<file path="src/rtl/lsr_pkg.sv">
// Shared definitions for the LSR issue queue: default widths and the request payload.
package lsr_pkg;

  localparam int unsigned WIDTH_DEFAULT = 32;
  localparam int unsigned SHW_DEFAULT   = 4;
  localparam int unsigned DEPTH_DEFAULT = 4;

  // Request payload at default widths: operand plus shift amount
  typedef struct packed {
    logic [WIDTH_DEFAULT-1:0] data;
    logic [SHW_DEFAULT-1:0]   shamt;
  } lsr_req_t;

endpackage

</file>
<file path="src/rtl/lsr_issue_queue_if.sv">
// Handshake bundle for lsr_issue_queue.
//   in_valid/in_ready/in_data/in_shamt : request side (upstream issue logic)
//   out_valid/out_ready/out_result/out_shamt : result side (writeback consumer)
//   level : FIFO occupancy, excluding the output register
interface lsr_issue_queue_if
  import lsr_pkg::*;
#(
  parameter int unsigned WIDTH = WIDTH_DEFAULT,
  parameter int unsigned SHW   = SHW_DEFAULT,
  parameter int unsigned DEPTH = DEPTH_DEFAULT
);

  localparam int unsigned LW = $clog2(DEPTH + 1);

  logic             in_valid;
  logic             in_ready;
  logic [WIDTH-1:0] in_data;
  logic [SHW-1:0]   in_shamt;
  logic             out_valid;
  logic             out_ready;
  logic [WIDTH-1:0] out_result;
  logic [SHW-1:0]   out_shamt;
  logic [LW-1:0]    level;

  // Request source and result sink
  modport master (
    output in_valid, in_data, in_shamt, out_ready,
    input  in_ready, out_valid, out_result, out_shamt, level
  );

  // The queue itself
  modport slave (
    input  in_valid, in_data, in_shamt, out_ready,
    output in_ready, out_valid, out_result, out_shamt, level
  );

endinterface

</file>
<file path="src/rtl/lsr_issue_queue_lsr.sv">
// Combinational logical-shift-right unit.
//   in1    : operand
//   N      : shift amount
//   Result : in1 >> N, zero-filled
module lsr_issue_queue_lsr #(
  parameter int unsigned WIDTH = 32,
  parameter int unsigned SHW   = 4
) (
  input  logic [WIDTH-1:0] in1,
  input  logic [SHW-1:0]   N,
  output logic [WIDTH-1:0] Result
);

  assign Result = in1 >> N;

endmodule

</file>
<file path="src/rtl/lsr_issue_queue.sv">
// Operand FIFO in front of the LSR unit with a registered result stage.
//   clk, rst_n : clock, asynchronous active-low reset
//   bus        : request/result handshakes and occupancy (lsr_issue_queue_if.slave)
// in_ready is combinational from occupancy; every other output is registered.
module lsr_issue_queue
  import lsr_pkg::*;
#(
  parameter int unsigned WIDTH = WIDTH_DEFAULT,
  parameter int unsigned SHW   = SHW_DEFAULT,
  parameter int unsigned DEPTH = DEPTH_DEFAULT
) (
  input  logic            clk,
  input  logic            rst_n,
  lsr_issue_queue_if.slave bus
);

  localparam int unsigned PW = $clog2(DEPTH);
  localparam int unsigned LW = $clog2(DEPTH + 1);

  typedef struct packed {
    logic [WIDTH-1:0] data;
    logic [SHW-1:0]   shamt;
  } req_t;

  req_t             mem [DEPTH];
  logic [PW-1:0]    wr_ptr;
  logic [PW-1:0]    rd_ptr;
  logic [LW-1:0]    level_q;
  logic             out_valid_q;
  logic [WIDTH-1:0] out_result_q;
  logic [SHW-1:0]   out_shamt_q;

  logic             in_ready_c;
  logic             push_c;
  logic             load_c;
  req_t             head_c;
  logic [WIDTH-1:0] shifted_c;

  // Full queue refuses input even if the output stage is draining this cycle
  assign in_ready_c = (level_q != LW'(DEPTH));
  assign push_c     = bus.in_valid && in_ready_c;
  assign load_c     = (level_q != '0) && (!out_valid_q || bus.out_ready);
  assign head_c     = mem[rd_ptr];

  lsr_issue_queue_lsr #(
    .WIDTH (WIDTH),
    .SHW   (SHW)
  ) u_lsr (head_c.data, head_c.shamt, shifted_c);

  // Storage is not reset; level gates every read
  always_ff @(posedge clk) begin
    if (push_c) begin
      mem[wr_ptr] <= {bus.in_data, bus.in_shamt};
    end
  end

  // Pointers wrap naturally because DEPTH is a power of two
  always_ff @(posedge clk or negedge rst_n) begin
    if (!rst_n) begin
      wr_ptr  <= '0;
      rd_ptr  <= '0;
      level_q <= '0;
    end else begin
      if (push_c) begin
        wr_ptr <= wr_ptr + PW'(1);
      end
      if (load_c) begin
        rd_ptr <= rd_ptr + PW'(1);
      end
      case ({push_c, load_c})
        2'b10:   level_q <= level_q + LW'(1);
        2'b01:   level_q <= level_q - LW'(1);
        default: level_q <= level_q;
      endcase
    end
  end

  // Result stage: load from head, hold on stall, drop valid once consumed with nothing queued
  always_ff @(posedge clk or negedge rst_n) begin
    if (!rst_n) begin
      out_valid_q  <= 1'b0;
      out_result_q <= '0;
      out_shamt_q  <= '0;
    end else if (load_c) begin
      out_valid_q  <= 1'b1;
      out_result_q <= shifted_c;
      out_shamt_q  <= head_c.shamt;
    end else if (bus.out_ready) begin
      out_valid_q  <= 1'b0;
    end
  end

  assign bus.in_ready   = in_ready_c;
  assign bus.out_valid  = out_valid_q;
  assign bus.out_result = out_result_q;
  assign bus.out_shamt  = out_shamt_q;
  assign bus.level      = level_q;

endmodule

</file>
<file path="src/flat_wrapper.sv">
// flat-port wrapper written by rule: the top's interface ports become plain ports
module lsr_issue_queue_flat import lsr_pkg::*;
#(
  parameter int unsigned WIDTH = WIDTH_DEFAULT,
  parameter int unsigned SHW   = SHW_DEFAULT,
  parameter int unsigned DEPTH = DEPTH_DEFAULT
)
  (clk, rst_n, bus_in_valid, bus_in_data, bus_in_shamt, bus_out_ready, bus_in_ready, bus_out_valid, bus_out_result, bus_out_shamt, bus_level);
  lsr_issue_queue_if #(.WIDTH(WIDTH), .SHW(SHW), .DEPTH(DEPTH)) bus_i ();
  input  logic clk;
  input  logic rst_n;
  input wire logic [$bits(bus_i.in_valid)-1:0] bus_in_valid;
  input wire logic [$bits(bus_i.in_data)-1:0] bus_in_data;
  input wire logic [$bits(bus_i.in_shamt)-1:0] bus_in_shamt;
  input wire logic [$bits(bus_i.out_ready)-1:0] bus_out_ready;
  output wire logic [$bits(bus_i.in_ready)-1:0] bus_in_ready;
  output wire logic [$bits(bus_i.out_valid)-1:0] bus_out_valid;
  output wire logic [$bits(bus_i.out_result)-1:0] bus_out_result;
  output wire logic [$bits(bus_i.out_shamt)-1:0] bus_out_shamt;
  output wire logic [$bits(bus_i.level)-1:0] bus_level;
  assign bus_i.in_valid = bus_in_valid;
  assign bus_i.in_data = bus_in_data;
  assign bus_i.in_shamt = bus_in_shamt;
  assign bus_i.out_ready = bus_out_ready;
  assign bus_in_ready = bus_i.in_ready;
  assign bus_out_valid = bus_i.out_valid;
  assign bus_out_result = bus_i.out_result;
  assign bus_out_shamt = bus_i.out_shamt;
  assign bus_level = bus_i.level;
  lsr_issue_queue #(.WIDTH(WIDTH), .SHW(SHW), .DEPTH(DEPTH)) u_core (.clk(clk), .rst_n(rst_n), .bus(bus_i));
endmodule
</file>
<file path="config.mk">
export PLATFORM = sky130hd
export DESIGN_NAME = lsr_issue_queue_flat
export DESIGN_NICKNAME = d
export VERILOG_FILES = /design/src/rtl/lsr_pkg.sv /design/src/rtl/lsr_issue_queue_if.sv /design/src/rtl/lsr_issue_queue_lsr.sv /design/src/rtl/lsr_issue_queue.sv /design/src/flat_wrapper.sv
export SDC_FILE = /design/constraint.sdc
export NUM_CORES = 1
export LEC_CHECK = 0
export ABC_CLOCK_PERIOD_IN_PS = 2600
export CORE_UTILIZATION = 40
export CTS_BUF_LIST = sky130_fd_sc_hd__clkbuf_4 sky130_fd_sc_hd__clkbuf_8
export CTS_CLUSTER_DIAMETER = 100
export DETAILED_ROUTE_END_ITERATION = 16
export GPL_ROUTABILITY_DRIVEN = 0
export PLACE_DENSITY = 0.6
export SYNTH_ARGS = -nofsm -noshare
export SYNTH_HDL_FRONTEND = slang
export SYNTH_SLANG_ARGS = --single-unit
</file>
<file path="constraint.sdc">
create_clock -name clk -period 2.6 [get_ports clk]
set_input_delay 0.39 -clock clk [delete_from_list [all_inputs] [get_ports clk]]
set_output_delay 0.39 -clock clk [all_outputs]
set_load 0.02 [all_outputs]
</file>
# ---- Yosys cells after proc, flatten, opt, wreduce, memory -nomap -nowiden
# Memory sizes are Yosys's and may differ from the RTL's.
# Index checks and enable logic that the tools add are counted.
dict set report totals {
  register_bits 44
  latchBits 0
  ramBits 144
  rom_bits 0
  inputBits 40
  output_inout_bits 41
  n_memories 1
}
# name words width rd rd_clocked_by_memory_dff wr line
set mem_list {}
lappend mem_list {u_core.mem 4 36 1 0 1 lsr_issue_queue.sv:25} ;# req_t mem [DEPTH];
dict set report classes {
  addsub 4
  mul 0
  div_mod_pow 0
  order_cmp 0
  n_eq_ne 3
  shift 1
  n_mux 5
  bitwise 0
  n_reduce_logical 7
}
# op n
set ops {}
lappend ops {{32-bit by 4-bit right shift with 32-bit output} 1}
lappend ops {{3-bit one-hot mux with 2 select lines} 1}
lappend ops {{2-bit by 1-bit adder with 2-bit output (second input constant)} 2}
lappend ops {{1-bit two-way mux} 4}
lappend ops {{2-bit nonzero test} 2}
lappend ops {{3-bit by 1-bit adder with 3-bit output (second input constant)} 1}
lappend ops {{3-bit != test (second input constant)} 1}
lappend ops {{3-bit nonzero test} 1}
lappend ops {{3-bit by 1-bit subtractor with 3-bit output (second input constant)} 1}
lappend ops {{2-bit by 1-bit equality test with 1-bit output (second input constant)} 1}
lappend ops {{2-bit equality test (second input constant)} 1}
lappend ops {{1-bit logical AND} 2}
lappend ops {{1-bit zero test} 1}
lappend ops {{1-bit logical OR} 1}

# ---- Logic depth before layout (Yosys ltp)
dict set report logic_depth {
  ltp_word 5
  mapped_depth 9
}

# ---- Cells and area by module
# From an unflattened synthesis, not the netlist that was laid out.
dict set report unflattened {
  cells_unflattened 456
  area_unflattened_um2 8609.5
}
# mod n_inst cells_each area_per_inst_um2
set modules_own_cells {}
lappend modules_own_cells {lsr_issue_queue 1 302 7010.5}
lappend modules_own_cells {lsr_issue_queue_lsr 1 154 1599.0}

# ---- Worst setup path after synthesis
# No wires, ideal clock.
dict set report synth_path {
  path_type {reg-to-reg}
  start {register u_core.rd_ptr[0]}
  end {register u_core.out_result_q[7] (netlist: u_core.bus.out_result[7])}
  setup_ns 0.087
  arrival_time_ns 2.131
  t_required_ns 2.513
  setup_slack_ns 0.382
  path_stages_with_launch 8
  path_buffers 2
  path_cell_list {dfrtp_1 -> buf_6 -> mux4_2 -> buf_6 -> inv_2 -> mux4_2 -> or2_1 -> o211ai_1}
}
dict set report synth_between {
  elab_chain_len 2
}
# item line
set synth_lines {}
lappend synth_lines {{start, declared} lsr_issue_queue.sv:27} ;# logic [PW-1:0] rd_ptr;
lappend synth_lines {{start signal, assigned} lsr_issue_queue.sv:68} ;# rd_ptr <= rd_ptr + PW'(1);
lappend synth_lines {{memory 4 x 36 bit} --}
lappend synth_lines {{32-bit by 4-bit right shift with 32-bit output} lsr_issue_queue_lsr.sv:14} ;# assign Result = in1 >> N;
lappend synth_lines {{end signal, assigned} lsr_issue_queue.sv:86} ;# out_result_q <= shifted_c;
lappend synth_lines {{end, declared} lsr_issue_queue.sv:30} ;# logic [WIDTH-1:0] out_result_q;
# Every way passes these cells.
# A chain may end at the register's enable or synchronous reset.

# ---- Final worst setup path
dict set report layout_path {
  start {register u_core.rd_ptr[0]}
  end {register u_core.out_result_q[6] (netlist: u_core.bus.out_result[6])}
}
# The elaborated chain is that of the path after synthesis.

==> impl_metrics.ini <==
[run_status]
outcome = complete, no violations

[routing]
route.vias.total = 4765
drt_iter0_markers = 265
route.antenna.remaining_nets = 0
drc = 0
finalWirelength_um = 17420
detail_route.first_pass.iterations = 4
post_drt_wl_per_cell_um = 19.86
via_per_instance_ratio = 5.433

[timing]
clock-skew-final_ns = 0.01880
grt_setup_unrepaired = no
report.final.slew_viol_count = 0
totalNegativeSetupSlack_ns = 0
max_clock_freq_mhz = 424.1
setup_viol = 0
finalCriticalPeriod_ns = 2.358
final_critical_path_setup_slack_ns = 0.2418
worst-slew-pin-transition_ns = 0.8887
worst_slew_margin_rel_pct = 40.75
timing.final.hold_violations = 0
fin_crit_sh_pct = 90.70

[place]
port_buffers = 80
post_dp_cell_area_um2 = 9384
placement.setup.worst_slack_ns = 0.2562
place.detailed.hpwl_um = 11810

[critical_path]
worstPathMaxFanout = 9
critPathArrivalTime_ns = 2.68
cp_cell_sequence = buf_4 -> mux4_2 -> mux2i_1 -> mux4_2 -> or2_1 -> o211ai_1
path_type_of_the_worst_setup_path = flip-flop to flip-flop
cp-start-kind = flip-flop
critical_path.reg2reg.endpoint = u_core.bus.out_result[6]
critical-path-top-cell-by-count = sky130_fd_sc_hd__mux4_2
r2r_setup_slack_ns = 0.24
worst_ep_required_time_ns = 2.92
reg2reg_from = u_core.rd_ptr[0]
crit_path_max_delay_cell_type = sky130_fd_sc_hd__mux4_2
timing.reg2reg.worst_path_depth = 6
delay_of_the_slowest_cell_on_the_worst_path_ns = 0.59
cp-end-kind = flip-flop

[global_routing]
grt_first_pass_wirelength_um = 27990
grt_pass1_vias = 4989
initial_antenna_violation_count = 0
global_route.overflow_total = 0
gr-usage-all-layers_pct = 17.32
grt_start_max_net_pins = 41

[synth]
post_synth_instance_area_um2 = 8269
synth_commonest_cells = sky130_fd_sc_hd__edfxtp_1 (144), sky130_fd_sc_hd__nand2_1 (63), sky130_fd_sc_hd__dfrtp_1 (44), sky130_fd_sc_hd__mux2i_1 (44), sky130_fd_sc_hd__mux4_2 (40)
synth-adder-area-share_pct = 0.9986
muxShareOfSynthArea_pct = 16.80
yosysWarningCount = 0
edff_count_synth = 144
asyncSetResetFlopFracSynth_pct = 23.40
synth_largest_type_area_fraction_pct = 52.29
netlist.top_cell.by_area = sky130_fd_sc_hd__edfxtp_1
yosys.area_share.xor_xnor_pct = 0.6355
synth.lib_cells_used.distinct = 48
share_of_the_synthesized_area_in_compound_gates_ao_oa_aoi_oai_pct = 6.779
synthesis.area_per_instance_um2 = 16.41
synth-seq-area-share_pct = 65.61
yosys_most_used_dff = sky130_fd_sc_hd__edfxtp_1
yosys_register_bits = 188
synthMostInstantiatedCell = sky130_fd_sc_hd__edfxtp_1
synth-simple-area-share_pct = 5.719
synth_top_family_by_area = multiplexers
synthTopCellsByArea = sky130_fd_sc_hd__edfxtp_1 (52%), sky130_fd_sc_hd__dfrtp_1 (13%), sky130_fd_sc_hd__mux4_2 (11%)
synth_fp_nets = 550
postSynthCellCount = 504

[die]
io_pins = 81
floorplan.core_area_um2 = 20230
dieWidth_um = 145.8
die_y_um = 145.8
floorplan.initialDensity_pct = 40.87
fp-row-count = 52
design.die.area_um2 = 21250

[layout]
antennaDiodeCount = 0
final_area_um2 = 9716
layout.area.seq_um2 = 5426
nets = 640
area_delta_synth_final_pct = 17.49
layout-drive-gt1-share_pct = 16.97
layout_filler_cell_count = 1728
multiInputGateArea_um2 = 2557

[clocking]
cts_tree = done
holdBufCountCts = 0
insertion_delay_ns = 0.46
htree_num_levels = 4
cts-root-buf = sky130_fd_sc_hd__clkbuf_8
post_cts_resized = 0
num_cts_buffers = 17
cts.clk_slew.worst_paths_ns = 0.09
post-cts-setup-buffer-count = 0
cts.path.max_buffers = 2
clock-sinks = 188

[power]
comb_power_share_pct = 52.9
netSwitchingPower_mw = 5.254
peakVddDrop_uv = 451.7
post-layout-total-power_mw = 12.95
p_int_mw = 7.695
pwr-share-seq_pct = 34.3
power.share.switching_pct = 40.58
leakage_power_nw = 3.489
power.density_cell_area_nw_per_um2 = 1333
power.clock.fraction_pct = 12.9

[run]
maxCapViolations = 0

[worst_hold_path]
hold_class = input port to async pin
area by class of cell:
cell class | instances | share of cell area, %
clock buffers | 17 | 2.408
clock inverters | 15 | 1.005
inverters | 7 | 0.2704
multi-input cells | 278 | 26.32
flip-flops and latches | 188 | 55.85
well taps | 270 | 3.477
repair buffers | 102 | 10.66
stage by stage:
stage	hold slack, ns	utilization, %	std cells
floorplan	0.09441	-	504
global placement	0.4599	46.38	845
detailed placement	0.4640	46.38	845
CTS	0.04160	48.02	877
global route	0.1060	48.02	877
finish	0.04905	48.02	877
metal layers:
layer  vias to the layer above  track usage (%)  share of wire (%)
met1                      2433            22.58                 43
met5                         -                0                  0
li1                       2165                -                  -
met2                       142            29.26                 51
met4                         0            6.158                2.1
met3                        25            2.915                3.8
worst max path at each step:
stage	startpoint	endpoint	slack, ns	depth (start not counted)
2_1_floorplan	u_core.rd_ptr[0]	u_core.bus.out_result[7]	0.38	7
3_3_place_gp	u_core.rd_ptr[0]	u_core.bus.out_result[5]	0.29	6
3_5_place_dp	u_core.rd_ptr[0]	u_core.bus.out_result[5]	0.26	6
4_1_cts	u_core.rd_ptr[0]	u_core.bus.out_result[6]	0.23	6
5_1_grt	u_core.rd_ptr[0]	u_core.bus.out_result[18]	0.09	6
6_report	u_core.rd_ptr[0]	u_core.bus.out_result[6]	0.24	6
registers in the layout (all words and copies together) (netlist names):
signal,cells
u_core.bus.level,3
u_core.bus.out_result,32
u_core.bus.out_shamt,4
u_core.bus.out_valid,1
u_core.mem,144
u_core.rd_ptr,2
u_core.wr_ptr,2
cell usage in the layout (no fill, tap or decap), drive strengths merged, types with 2 or more instances in the layout:
| master | Yosys | routed |
|---|---|---|
| edfxtp | 144 | 144 |
| clkdlybuf4s50 | 0 | 79 |
| nand2 | 63 | 63 |
| mux2i | 45 | 45 |
| dfrtp | 44 | 44 |
| mux4 | 40 | 40 |
| a22oi | 29 | 29 |
| buf | 25 | 23 |
| clkbuf | 6 | 17 |
| o221ai | 12 | 12 |
| o21ai | 11 | 11 |
| clkinv | 1 | 11 |
| nor2 | 10 | 10 |
| inv | 6 | 10 |
| o211ai | 8 | 8 |
| nand4 | 6 | 6 |
| a21oi | 6 | 6 |
| nand3 | 6 | 6 |
| and3 | 5 | 5 |
| xnor2 | 5 | 5 |
| ha | 5 | 5 |
| nor2b | 5 | 5 |
| or2 | 5 | 5 |
| a22o | 4 | 4 |
| mux2 | 3 | 3 |
| and2 | 2 | 2 |
power groups by stage:
stage                     registers (mW)  clock network, mW  logic, mW
after floorplan                     4.75                  0       4.57
after global placement              4.48                  0       6.82
after detailed placement            4.52                  0       6.88
after CTS                           4.46               1.73       6.89
after global routing                4.52               1.84       7.39
final                               4.44               1.67       6.84
worst max-delay path: cells and delay by family, from the launching register on:
family,cells,cell delay [ns]
multiplexers,3,1.30
flip-flops,1,0.48
AND/OR/NAND/NOR,1,0.09
AO/OA/AOI/OAI,1,0.08
buffers and inverters,1,0.26
kinds of logic after synthesis:
| group | Yosys count |
|---|---|
| multiplexers | 88 |
| AO/OA/AOI/OAI | 74 |
| flip-flops | 188 |
| AND/OR/NAND/NOR | 104 |
| XOR/XNOR | 6 |
| buffers and inverters | 38 |
| adder cells (fa/ha/maj) | 6 |
Note: power is estimated with default switching activity, not from simulation.
